[src/rtl/decode_pkg.sv]
// rtl/decode_pkg.sv - shared opcodes, ALU codes and decoded-bundle types for decode_stage
package decode_pkg;

    localparam logic [6:0] OP_LUI    = 7'b0110111;
    localparam logic [6:0] OP_AUIPC  = 7'b0010111;
    localparam logic [6:0] OP_JAL    = 7'b1101111;
    localparam logic [6:0] OP_JALR   = 7'b1100111;
    localparam logic [6:0] OP_BRANCH = 7'b1100011;
    localparam logic [6:0] OP_LOAD   = 7'b0000011;
    localparam logic [6:0] OP_STORE  = 7'b0100011;
    localparam logic [6:0] OP_IMM    = 7'b0010011;
    localparam logic [6:0] OP_REG    = 7'b0110011;

    localparam logic [3:0] ALU_ADD  = 4'd0;
    localparam logic [3:0] ALU_SUB  = 4'd1;
    localparam logic [3:0] ALU_AND  = 4'd2;
    localparam logic [3:0] ALU_OR   = 4'd3;
    localparam logic [3:0] ALU_XOR  = 4'd4;
    localparam logic [3:0] ALU_SLL  = 4'd5;
    localparam logic [3:0] ALU_SRL  = 4'd6;
    localparam logic [3:0] ALU_SRA  = 4'd7;
    localparam logic [3:0] ALU_SLTU = 4'd8;
    localparam logic [3:0] ALU_SLT  = 4'd9;

    // Branch comparisons reuse the alu_ctrl field with their own numbering
    localparam logic [3:0] BR_BEQ  = 4'd0;
    localparam logic [3:0] BR_BNE  = 4'd1;
    localparam logic [3:0] BR_BLT  = 4'd2;
    localparam logic [3:0] BR_BGE  = 4'd3;
    localparam logic [3:0] BR_BLTU = 4'd4;
    localparam logic [3:0] BR_BGEU = 4'd5;

    localparam logic [1:0] RES_ALU = 2'b00;
    localparam logic [1:0] RES_MEM = 2'b01;
    localparam logic [1:0] RES_PC4 = 2'b10;
    localparam logic [1:0] RES_IMM = 2'b11;

    localparam logic [6:0] F7_ZERO = 7'b0000000;
    localparam logic [6:0] F7_ALT  = 7'b0100000;

    typedef enum logic [2:0] {
        IMM_I,
        IMM_S,
        IMM_B,
        IMM_U,
        IMM_J
    } imm_type_e;

    typedef struct packed {
        logic [4:0] rs1;
        logic [4:0] rs2;
        logic [4:0] rd;
        logic [3:0] alu_ctrl;
        logic       alu_src_pc;
        logic       alu_src_imm;
        logic [1:0] result_src;
        logic       reg_write;
        logic       mem_write;
        logic       mem_read;
        logic [2:0] mem_funct3;
        logic       is_branch;
        logic       is_jal;
        logic       is_jalr;
        logic       illegal;
    } ctrl_t;

endpackage

[src/rtl/imm_gen.sv]
// rtl/imm_gen.sv - RV32I immediate extraction, sign-extended to XLEN
module imm_gen
    import decode_pkg::*;
#(
    parameter int XLEN = 32
) (
    input  logic [31:7]     instr_i,
    input  imm_type_e       imm_type_i,
    output logic [XLEN-1:0] imm_o
);

    logic [31:0] imm32;

    always_comb begin
        imm32 = '0;
        case (imm_type_i)
            IMM_I:   imm32 = {{20{instr_i[31]}}, instr_i[31:20]};
            IMM_S:   imm32 = {{20{instr_i[31]}}, instr_i[31:25], instr_i[11:7]};
            IMM_B:   imm32 = {{19{instr_i[31]}}, instr_i[31], instr_i[7], instr_i[30:25],
                              instr_i[11:8], 1'b0};
            IMM_U:   imm32 = {instr_i[31:12], 12'b0};
            IMM_J:   imm32 = {{11{instr_i[31]}}, instr_i[31], instr_i[19:12], instr_i[20],
                              instr_i[30:21], 1'b0};
            default: imm32 = '0;
        endcase
    end

    assign imm_o = {{(XLEN-31){imm32[31]}}, imm32[30:0]};

endmodule

[src/rtl/decode_stage.sv]
// rtl/decode_stage.sv - registered RV32I decode stage with handshakes, flush and load-use interlock
module decode_stage
    import decode_pkg::*;
#(
    parameter int XLEN      = 32,
    parameter bit HAZARD_EN = 1'b1,
    parameter int CNT_W     = 16
) (
    input  logic             clk,
    input  logic             rst_n,
    input  logic             flush,
    input  logic             in_valid,
    output logic             in_ready,
    input  logic [31:0]      in_instr,
    input  logic [XLEN-1:0]  in_pc,
    output logic             out_valid,
    input  logic             out_ready,
    output logic [XLEN-1:0]  out_pc,
    output logic [4:0]       out_rs1,
    output logic [4:0]       out_rs2,
    output logic [4:0]       out_rd,
    output logic [XLEN-1:0]  out_imm,
    output logic [3:0]       out_alu_ctrl,
    output logic             out_alu_src_pc,
    output logic             out_alu_src_imm,
    output logic [1:0]       out_result_src,
    output logic             out_reg_write,
    output logic             out_mem_write,
    output logic             out_mem_read,
    output logic [2:0]       out_mem_funct3,
    output logic             out_is_branch,
    output logic             out_is_jal,
    output logic             out_is_jalr,
    output logic             out_illegal,
    output logic [CNT_W-1:0] illegal_cnt
);

    ctrl_t           ctrl_d, ctrl_q;
    logic [XLEN-1:0] pc_q, imm_d, imm_q, imm_raw;
    logic            valid_d, valid_q;
    logic [CNT_W-1:0] cnt_d, cnt_q;
    imm_type_e       imm_type;
    logic            has_imm, uses_rs1, uses_rs2;
    logic            hazard, stall, xfer;
    logic [6:0]      opcode, funct7;
    logic [2:0]      funct3;

    assign opcode = in_instr[6:0];
    assign funct3 = in_instr[14:12];
    assign funct7 = in_instr[31:25];

    imm_gen #(.XLEN(XLEN)) u_imm_gen (
        .instr_i    (in_instr[31:7]),
        .imm_type_i (imm_type),
        .imm_o      (imm_raw)
    );

    always_comb begin
        ctrl_d     = '0;
        imm_type   = IMM_I;
        has_imm    = 1'b0;
        uses_rs1   = 1'b0;
        uses_rs2   = 1'b0;
        ctrl_d.rs1 = in_instr[19:15];
        ctrl_d.rs2 = in_instr[24:20];
        ctrl_d.rd  = in_instr[11:7];
        case (opcode)
            OP_REG: begin
                ctrl_d.reg_write = 1'b1;
                uses_rs1 = 1'b1;
                uses_rs2 = 1'b1;
                case (funct3)
                    3'b000:  ctrl_d.alu_ctrl = funct7[5] ? ALU_SUB : ALU_ADD;
                    3'b001:  ctrl_d.alu_ctrl = ALU_SLL;
                    3'b010:  ctrl_d.alu_ctrl = ALU_SLT;
                    3'b011:  ctrl_d.alu_ctrl = ALU_SLTU;
                    3'b100:  ctrl_d.alu_ctrl = ALU_XOR;
                    3'b101:  ctrl_d.alu_ctrl = funct7[5] ? ALU_SRA : ALU_SRL;
                    3'b110:  ctrl_d.alu_ctrl = ALU_OR;
                    default: ctrl_d.alu_ctrl = ALU_AND;
                endcase
                ctrl_d.illegal = !((funct7 == F7_ZERO) ||
                                   (funct7 == F7_ALT && (funct3 == 3'b000 || funct3 == 3'b101)));
            end
            OP_IMM: begin
                ctrl_d.reg_write   = 1'b1;
                ctrl_d.alu_src_imm = 1'b1;
                has_imm  = 1'b1;
                uses_rs1 = 1'b1;
                case (funct3)
                    3'b000:  ctrl_d.alu_ctrl = ALU_ADD;
                    3'b001: begin
                        ctrl_d.alu_ctrl = ALU_SLL;
                        ctrl_d.illegal  = (funct7 != F7_ZERO);
                    end
                    3'b010:  ctrl_d.alu_ctrl = ALU_SLT;
                    3'b011:  ctrl_d.alu_ctrl = ALU_SLTU;
                    3'b100:  ctrl_d.alu_ctrl = ALU_XOR;
                    3'b101: begin
                        ctrl_d.alu_ctrl = in_instr[30] ? ALU_SRA : ALU_SRL;
                        ctrl_d.illegal  = (funct7 != F7_ZERO) && (funct7 != F7_ALT);
                    end
                    3'b110:  ctrl_d.alu_ctrl = ALU_OR;
                    default: ctrl_d.alu_ctrl = ALU_AND;
                endcase
            end
            OP_LOAD: begin
                ctrl_d.reg_write   = 1'b1;
                ctrl_d.mem_read    = 1'b1;
                ctrl_d.result_src  = RES_MEM;
                ctrl_d.alu_src_imm = 1'b1;
                ctrl_d.mem_funct3  = funct3;
                has_imm  = 1'b1;
                uses_rs1 = 1'b1;
                ctrl_d.illegal = (funct3 == 3'b011) || (funct3 == 3'b110) || (funct3 == 3'b111);
            end
            OP_STORE: begin
                ctrl_d.mem_write   = 1'b1;
                ctrl_d.alu_src_imm = 1'b1;
                ctrl_d.mem_funct3  = funct3;
                imm_type = IMM_S;
                has_imm  = 1'b1;
                uses_rs1 = 1'b1;
                uses_rs2 = 1'b1;
                ctrl_d.illegal = (funct3 > 3'b010);
            end
            OP_BRANCH: begin
                ctrl_d.is_branch = 1'b1;
                imm_type = IMM_B;
                has_imm  = 1'b1;
                uses_rs1 = 1'b1;
                uses_rs2 = 1'b1;
                case (funct3)
                    3'b000:  ctrl_d.alu_ctrl = BR_BEQ;
                    3'b001:  ctrl_d.alu_ctrl = BR_BNE;
                    3'b100:  ctrl_d.alu_ctrl = BR_BLT;
                    3'b101:  ctrl_d.alu_ctrl = BR_BGE;
                    3'b110:  ctrl_d.alu_ctrl = BR_BLTU;
                    3'b111:  ctrl_d.alu_ctrl = BR_BGEU;
                    default: ctrl_d.illegal  = 1'b1;
                endcase
            end
            OP_LUI: begin
                ctrl_d.reg_write  = 1'b1;
                ctrl_d.result_src = RES_IMM;
                imm_type = IMM_U;
                has_imm  = 1'b1;
            end
            OP_AUIPC: begin
                ctrl_d.reg_write   = 1'b1;
                ctrl_d.alu_src_pc  = 1'b1;
                ctrl_d.alu_src_imm = 1'b1;
                imm_type = IMM_U;
                has_imm  = 1'b1;
            end
            OP_JAL: begin
                ctrl_d.reg_write   = 1'b1;
                ctrl_d.is_jal      = 1'b1;
                ctrl_d.result_src  = RES_PC4;
                ctrl_d.alu_src_pc  = 1'b1;
                ctrl_d.alu_src_imm = 1'b1;
                imm_type = IMM_J;
                has_imm  = 1'b1;
            end
            OP_JALR: begin
                ctrl_d.reg_write   = 1'b1;
                ctrl_d.is_jalr     = 1'b1;
                ctrl_d.result_src  = RES_PC4;
                ctrl_d.alu_src_imm = 1'b1;
                has_imm  = 1'b1;
                uses_rs1 = 1'b1;
                ctrl_d.illegal = (funct3 != 3'b000);
            end
            default: ctrl_d.illegal = 1'b1;
        endcase
        // Illegal words still flow downstream but must not touch architectural state
        if (ctrl_d.illegal) begin
            ctrl_d.reg_write = 1'b0;
            ctrl_d.mem_write = 1'b0;
            ctrl_d.mem_read  = 1'b0;
        end
    end

    assign imm_d = has_imm ? imm_raw : '0;

    assign hazard = valid_q && ctrl_q.mem_read && (ctrl_q.rd != 5'd0) &&
                    ((uses_rs1 && (ctrl_d.rs1 == ctrl_q.rd)) ||
                     (uses_rs2 && (ctrl_d.rs2 == ctrl_q.rd)));
    assign stall    = HAZARD_EN && hazard;
    assign in_ready = (!valid_q || out_ready) && !stall;
    assign xfer     = in_valid && in_ready && !flush;

    always_comb begin
        valid_d = valid_q;
        cnt_d   = cnt_q;
        if (flush) begin
            valid_d = 1'b0;
        end else if (xfer) begin
            valid_d = 1'b1;
            if (ctrl_d.illegal && (cnt_q != '1)) begin
                cnt_d = cnt_q + 1'b1;
            end
        end else if (out_ready) begin
            valid_d = 1'b0;
        end
    end

    always_ff @(posedge clk or negedge rst_n) begin
        if (!rst_n) begin
            valid_q <= 1'b0;
            cnt_q   <= '0;
            ctrl_q  <= '0;
            pc_q    <= '0;
            imm_q   <= '0;
        end else begin
            valid_q <= valid_d;
            cnt_q   <= cnt_d;
            if (xfer) begin
                ctrl_q <= ctrl_d;
                pc_q   <= in_pc;
                imm_q  <= imm_d;
            end
        end
    end

    assign out_valid       = valid_q;
    assign out_pc          = pc_q;
    assign out_imm         = imm_q;
    assign out_rs1         = ctrl_q.rs1;
    assign out_rs2         = ctrl_q.rs2;
    assign out_rd          = ctrl_q.rd;
    assign out_alu_ctrl    = ctrl_q.alu_ctrl;
    assign out_alu_src_pc  = ctrl_q.alu_src_pc;
    assign out_alu_src_imm = ctrl_q.alu_src_imm;
    assign out_result_src  = ctrl_q.result_src;
    assign out_reg_write   = ctrl_q.reg_write;
    assign out_mem_write   = ctrl_q.mem_write;
    assign out_mem_read    = ctrl_q.mem_read;
    assign out_mem_funct3  = ctrl_q.mem_funct3;
    assign out_is_branch   = ctrl_q.is_branch;
    assign out_is_jal      = ctrl_q.is_jal;
    assign out_is_jalr     = ctrl_q.is_jalr;
    assign out_illegal     = ctrl_q.illegal;
    assign illegal_cnt     = cnt_q;

endmodule
[config.mk]
export PLATFORM = sky130hd
export DESIGN_NAME = decode_stage
export DESIGN_NICKNAME = d
export VERILOG_FILES = /design/src/rtl/decode_pkg.sv /design/src/rtl/imm_gen.sv /design/src/rtl/decode_stage.sv
export SDC_FILE = /design/constraint.sdc
export NUM_CORES = 1
export LEC_CHECK = 0
export BUFFER_PORTS_ARGS = -buffer_cell sky130_fd_sc_hd__buf_4
export CAP_MARGIN = 0
export CORE_ASPECT_RATIO = 1.5
export CORE_MARGIN = 2
export CORE_UTILIZATION = 55
export DETAILED_ROUTE_END_ITERATION = 12
export HOLD_SLACK_MARGIN = 0.05
export PLACE_DENSITY_LB_ADDON = 0.15
export SYNTH_ARGS = -nofsm -noshare
export SYNTH_HDL_FRONTEND = slang
export SYNTH_HIERARCHICAL = 1
export SYNTH_SLANG_ARGS = --single-unit
export TNS_END_PERCENT = 100
[constraint.sdc]
create_clock -name clk -period 3.9 [get_ports clk]
set_clock_uncertainty 0.05 [all_clocks]
set_input_delay 0.78 -clock clk [delete_from_list [all_inputs] [get_ports clk]]
set_output_delay 0.78 -clock clk [all_outputs]
set_load 0.05 [all_outputs]
# Word-level counts from Yosys, hierarchy flattened
# Cells that the tools add are included.
# word_totals
regBits	114
output_inout_bits	115
wordCells	116
# classes
add_sub_neg	1
magnitude_cmp	1
eq_ne	25
n_mux	29
bitwise	1
n_reduce_logical	40
# ops
operator	count
one-hot mux 32 bit (5 select lines)	1
one-hot mux 4 bit (7 select lines)	2
2-to-1 mux 32 bit	1
equality test 7 x 6 -> 1 bit (second input constant)	4
equality test 7 bit (second input constant)	3
OR reduction 6 bit	3
2-to-1 mux 1 bit	17
adder 16 x 1 -> 16 bit (second input constant)	1
!= test 16 bit (second input constant)	1
equality test 3 bit (second input constant)	5
one-hot mux 3 bit (5 select lines)	1
equality test 7 x 5 -> 1 bit (second input constant)	2
equality test 3 x 2 -> 1 bit (second input constant)	4
one-hot mux 3 bit (4 select lines)	1
one-hot mux 4 bit (3 select lines)	1
logical AND 1 bit	11
equality test 5 bit	2
OR reduction 2 bit	4
OR reduction 8 bit	1
equality test 7 x 2 -> 1 bit (second input constant)	1
zero test 7 bit	1
!= test 7 x 6 -> 1 bit (second input constant)	1
one-hot mux 1 bit (7 select lines)	1
nonzero test 7 bit	1
14 further kinds	27

# Logic depth before layout (Yosys ltp)
# depth
word_depth	12
mapped_depth	12
mapped_depth_nobuf	9

# Cells and area by module
# The synthesis kept the hierarchy.
# by_module_without_submodules
mod	instances	cells_each	area_per_inst_um2	seq_area_each_um2
decode_stage	1	586	5213.8	2852.7
imm_gen	1	94	540.5	0.0

# Least setup slack after synthesis
# Ideal clock, no wire load.
# synth_path
kind	reg-to-output
from	reg ctrl_q, in the netlist out_rd[1]
to	out in_ready
t_arrival_ns	2.549
required_ns	3.070
slack_ns	0.521
path_stages_with_launch	5
path_cell_list	dfrtp_1 -> or4_1 -> o211ai_2 -> nor4_1 -> nor3_1
# synth_between
elab_chain_cells	6
# synth_rtl
element	line	text
from (decl)	decode_stage.sv:38	ctrl_t ctrl_d, ctrl_q;
from (signal assigned)	decode_stage.sv:219	ctrl_q <= ctrl_d;
equality test 5 bit, on equally long branches	decode_stage.sv:187, decode_stage.sv:188	
logical AND 1 bit, on equally long branches	decode_stage.sv:187, decode_stage.sv:188	
logical OR 1 bit	decode_stage.sv:187	((uses_rs1 && (ctrl_d.rs1 == ctrl_q.rd)) ||
logical AND 1 bit (*)	decode_stage.sv:186	assign hazard = valid_q && ctrl_q.mem_read && (ctrl_q.rd != 5'd0) &&
zero test 1 bit (*)	decode_stage.sv:190	assign in_ready = (!valid_q || out_ready) && !stall;
logical AND 1 bit (*)	decode_stage.sv:190	
to (decl)	decode_stage.sv:13	output logic in_ready,
# Every way passes the cells marked *; elsewhere a longest branch is shown, timed or not.

# Worst setup path after layout
# layout_path
from	in in_instr[2]
to	out in_ready
# layout_between
elab_chain_cells	8
# layout_rtl
element	line	text
from (decl)	decode_stage.sv:14	input logic [31:0] in_instr,
equality test 7 bit, or another cell as far along	decode_stage.sv:67	case (opcode)
OR reduction 6 bit (no line) / OR reduction 3 bit (equally long branches)	-	
2-to-1 mux 1 bit	decode_stage.sv:67	
logical AND 1 bit, on equally long branches	decode_stage.sv:187, decode_stage.sv:188	
logical OR 1 bit (*)	decode_stage.sv:187	
logical AND 1 bit (*)	decode_stage.sv:186	
zero test 1 bit (*)	decode_stage.sv:190	
logical AND 1 bit (*)	decode_stage.sv:190	
# Marked as above.

==> impl_metrics.ini <==
[synth]
synth.area.top_cells = dfrtp_1 50%, nand2_1 18%, nand3_1 4.0%, nor4_2 2.2%, xor2_1 2.1%
synth-edff-count = 0
syn_nets = 750
synth-seq-area-share = 0.496
syn_area_per_cell_um2 = 8.46
synth.top_cell.area_share = 0.496
synthesis.area_um2 = 5750
ys_ff_latch = 114
synthCells = 680
synth_ff_type = dfrtp_1
synth_area_leader_cell = dfrtp_1
async_flop_share = 1.00
ys_warn_count = 6
ys_types = 54

[power]
ir_drop_mv = 0.418
power.total_mw = 4.27
leakage_nw = 4.12
powerDensity_nw_per_um2 = 545

[layout]
finalNetCount = 914
drive_gt1_frac = 0.295
final_cell_area_um2 = 7830
antenna_cells = 0
post-route-util = 0.773
area_delta_synth_final_pct = 36.1
fin_cells = 974

[setup_path]
critPathCaptureType = output port
critPathLaunch = in_instr[2]
path_class = primary input to output port
startpoint_type = primary input
critical_path_required_ns = 3.07
worstPathArrival_ns = 2.43
r2r_start = out_rd[1]$_DFFE_PN0P_
r2r_cells = 6
critPathMaxFanout = 13

[place]
dp_cells = 942
portBuffers = 183
dpl.hpwl_um = 11400
place.gp.congestion = 0.841
dpl-instance-area_um2 = 7150

[clock_tree]
cts_resized = 0
clk_latency_ns = 0.41
cts_setup_buffers = 0
clockBufferDepth = 2
h-tree-depth = 4
clkTransAtPathRegs_ns = 0.05
cts_buffers = 17
cts.sinks = 114
cts_hold_buffers = 0
cts_tree = built
root_buffer = clkbuf_16

[worst_hold_path]
hold_depth = 2
hold_class = flop to flop
holdCritStartpoint = out_imm[8]$_DFFE_PN0P_

[routing]
drc_errors = 0
vias = 5546
routed_via_density = 5.69
wire_per_inst_um = 16.9
wl_um = 16400
first_pass_iters = 5
drt_iter0_markers = 491
drtAntennaViolNets = 0

[sta]
max_slew_margin = 0.299
tns_ns = 0
grt_setup_unrepaired = no
hold_viol = 0
min_period_over_period = 0.835
tightestPinTransition_ns = 1.05
fmax_ghz = 0.307
post-route-min-period_ns = 3.26
setup_viol = 0
finalMaxSlewViolations = 0

[floorplan]
die_h_um = 129
die_w_um = 87.5
core_um2 = 10100
start_util = 0.568
ioPinCount = 184
die_area_um2 = 11300
std_cell_rows = 45

[grt]
grt_usage = 0.297
grt_first_pass_wirelength_um = 26000
antenna_found_initial = 0
grt_start_max_net_pins = 84
grt_pass1_vias = 5432
overflow = 0

[job]
cap_viol_max_count = 0

[outcome]
status = finished, final reports clean
[routing by layer]
metal | track usage | up-vias | part of all wire
met3 | 0.0694 | 42 | 0.068
met4 | 0.126 | 0 | 0.027
met5 | 0 | - | 0
met2 | 0.521 | 245 | 0.53
met1 | 0.343 | 2687 | 0.37
li1 | - | 2572 | -
[cell usage after synthesis (all sizes together), types with 2 or more instances]
cell      n
a21oi    24
a22oi     2
and2      4
and2b     2
and3      3
and3b     3
and4      2
buf      25
clkbuf   24
dfrtp   114
inv      10
mux2      6
mux2i     3
nand2   276
nand2b   11
nand3    46
nand3b    2
nand4     4
nor2      9
nor2b     9
nor3     12
nor3b     2
nor4     13
nor4b     3
o21ai    12
o22ai    13
o31ai     4
or3       3
xnor2    10
xor2     14
[critical path, stage by stage]
cell and delay, ns:
buf_4 0.15, and4bb_2 0.33, a22oi_1 0.09, nor4_1 0.67
nor3_1 0.17, buf_4 0.24
[cell families (layout without fill, tap and decap cells)]
kind of cell	Yosys count	count (layout)	share of synthesized area
AND/OR/NAND/NOR	407	407	0.330
XOR/XNOR	24	24	0.0365
AO/OA/AOI/OAI	65	65	0.0683
flip-flops	114	114	0.496
buffers and inverters	59	236	0.0487
multiplexers	9	9	0.0170
adder cells (fa/ha/maj)	2	2	0.00413
[layout make-up]
type	count	area (um^2)
Clock inverter	13	231
Clock buffer	19	453
Tap cell	117	146
Timing Repair Buffer	194	1470
Fill cell	711	2300
Sequential cell	114	2850
Multi-Input combinational cell	507	2640
Inverter	10	37.5
[path summary, 6_finish.rpt]
kind,endpoint,slack (ns)
min reg2reg,out_imm[8]$_DFFE_PN0P_,0.42
min in group asynchronous,out_pc[1]$_DFFE_PN0P_,0.50
max reg2reg,illegal_cnt[1]$_DFFE_PN0P_,1.03
max in group asynchronous,out_is_jalr$_DFFE_PN0P_,2.40
max,in_ready,0.64
min,out_imm[8]$_DFFE_PN0P_,0.42
[layout by cell type (no fill, tap or decap), types with 4 or more instances in the layout]
master	n
nor2_1	9
bufinv_16	6
o22ai_1	13
nand2b_1	10
nor3_1	11
clkbuf_16	17
nor4_2	10
dfrtp_1	114
xor2_1	14
o21ai_0	12
nand3_1	46
a21oi_1	23
o31ai_1	4
buf_4	193
xnor2_1	10
mux2_2	6
nor2b_1	9
inv_1	9
nand2_1	276
nand4_1	4
[state kept, by name, summed over array words and instances, names as in the netlist]
signal           flops
out_imm             32
out_pc              32
illegal_cnt         16
out_rd               5
out_rs1              5
out_rs2              5
out_alu_ctrl         4
out_mem_funct3       3
out_result_src       2
out_alu_src_imm      1
out_alu_src_pc       1
out_illegal          1
out_is_branch        1
out_is_jal           1
out_is_jalr          1
out_mem_read         1
out_mem_write        1
out_reg_write        1
out_valid            1
[stage by stage]
step	hold WS, ns	setup WS (ns)
finish	0.418	0.645
global route	0.450	0.561
CTS	0.420	0.659
detailed placement	0.408	0.663
global placement	0.405	0.744
floorplan	0.434	0.521
[power by group]
group / internal, mW / leakage, nW / switching (mW)
clock: 1.23 / 0.329 / 0.556
combinational: 0.321 / 2.30 / 0.742
sequential: 1.31 / 1.49 / 0.109
total: 2.86 / 4.12 / 1.41
No activity file was read; power rests on OpenSTA's default activity.
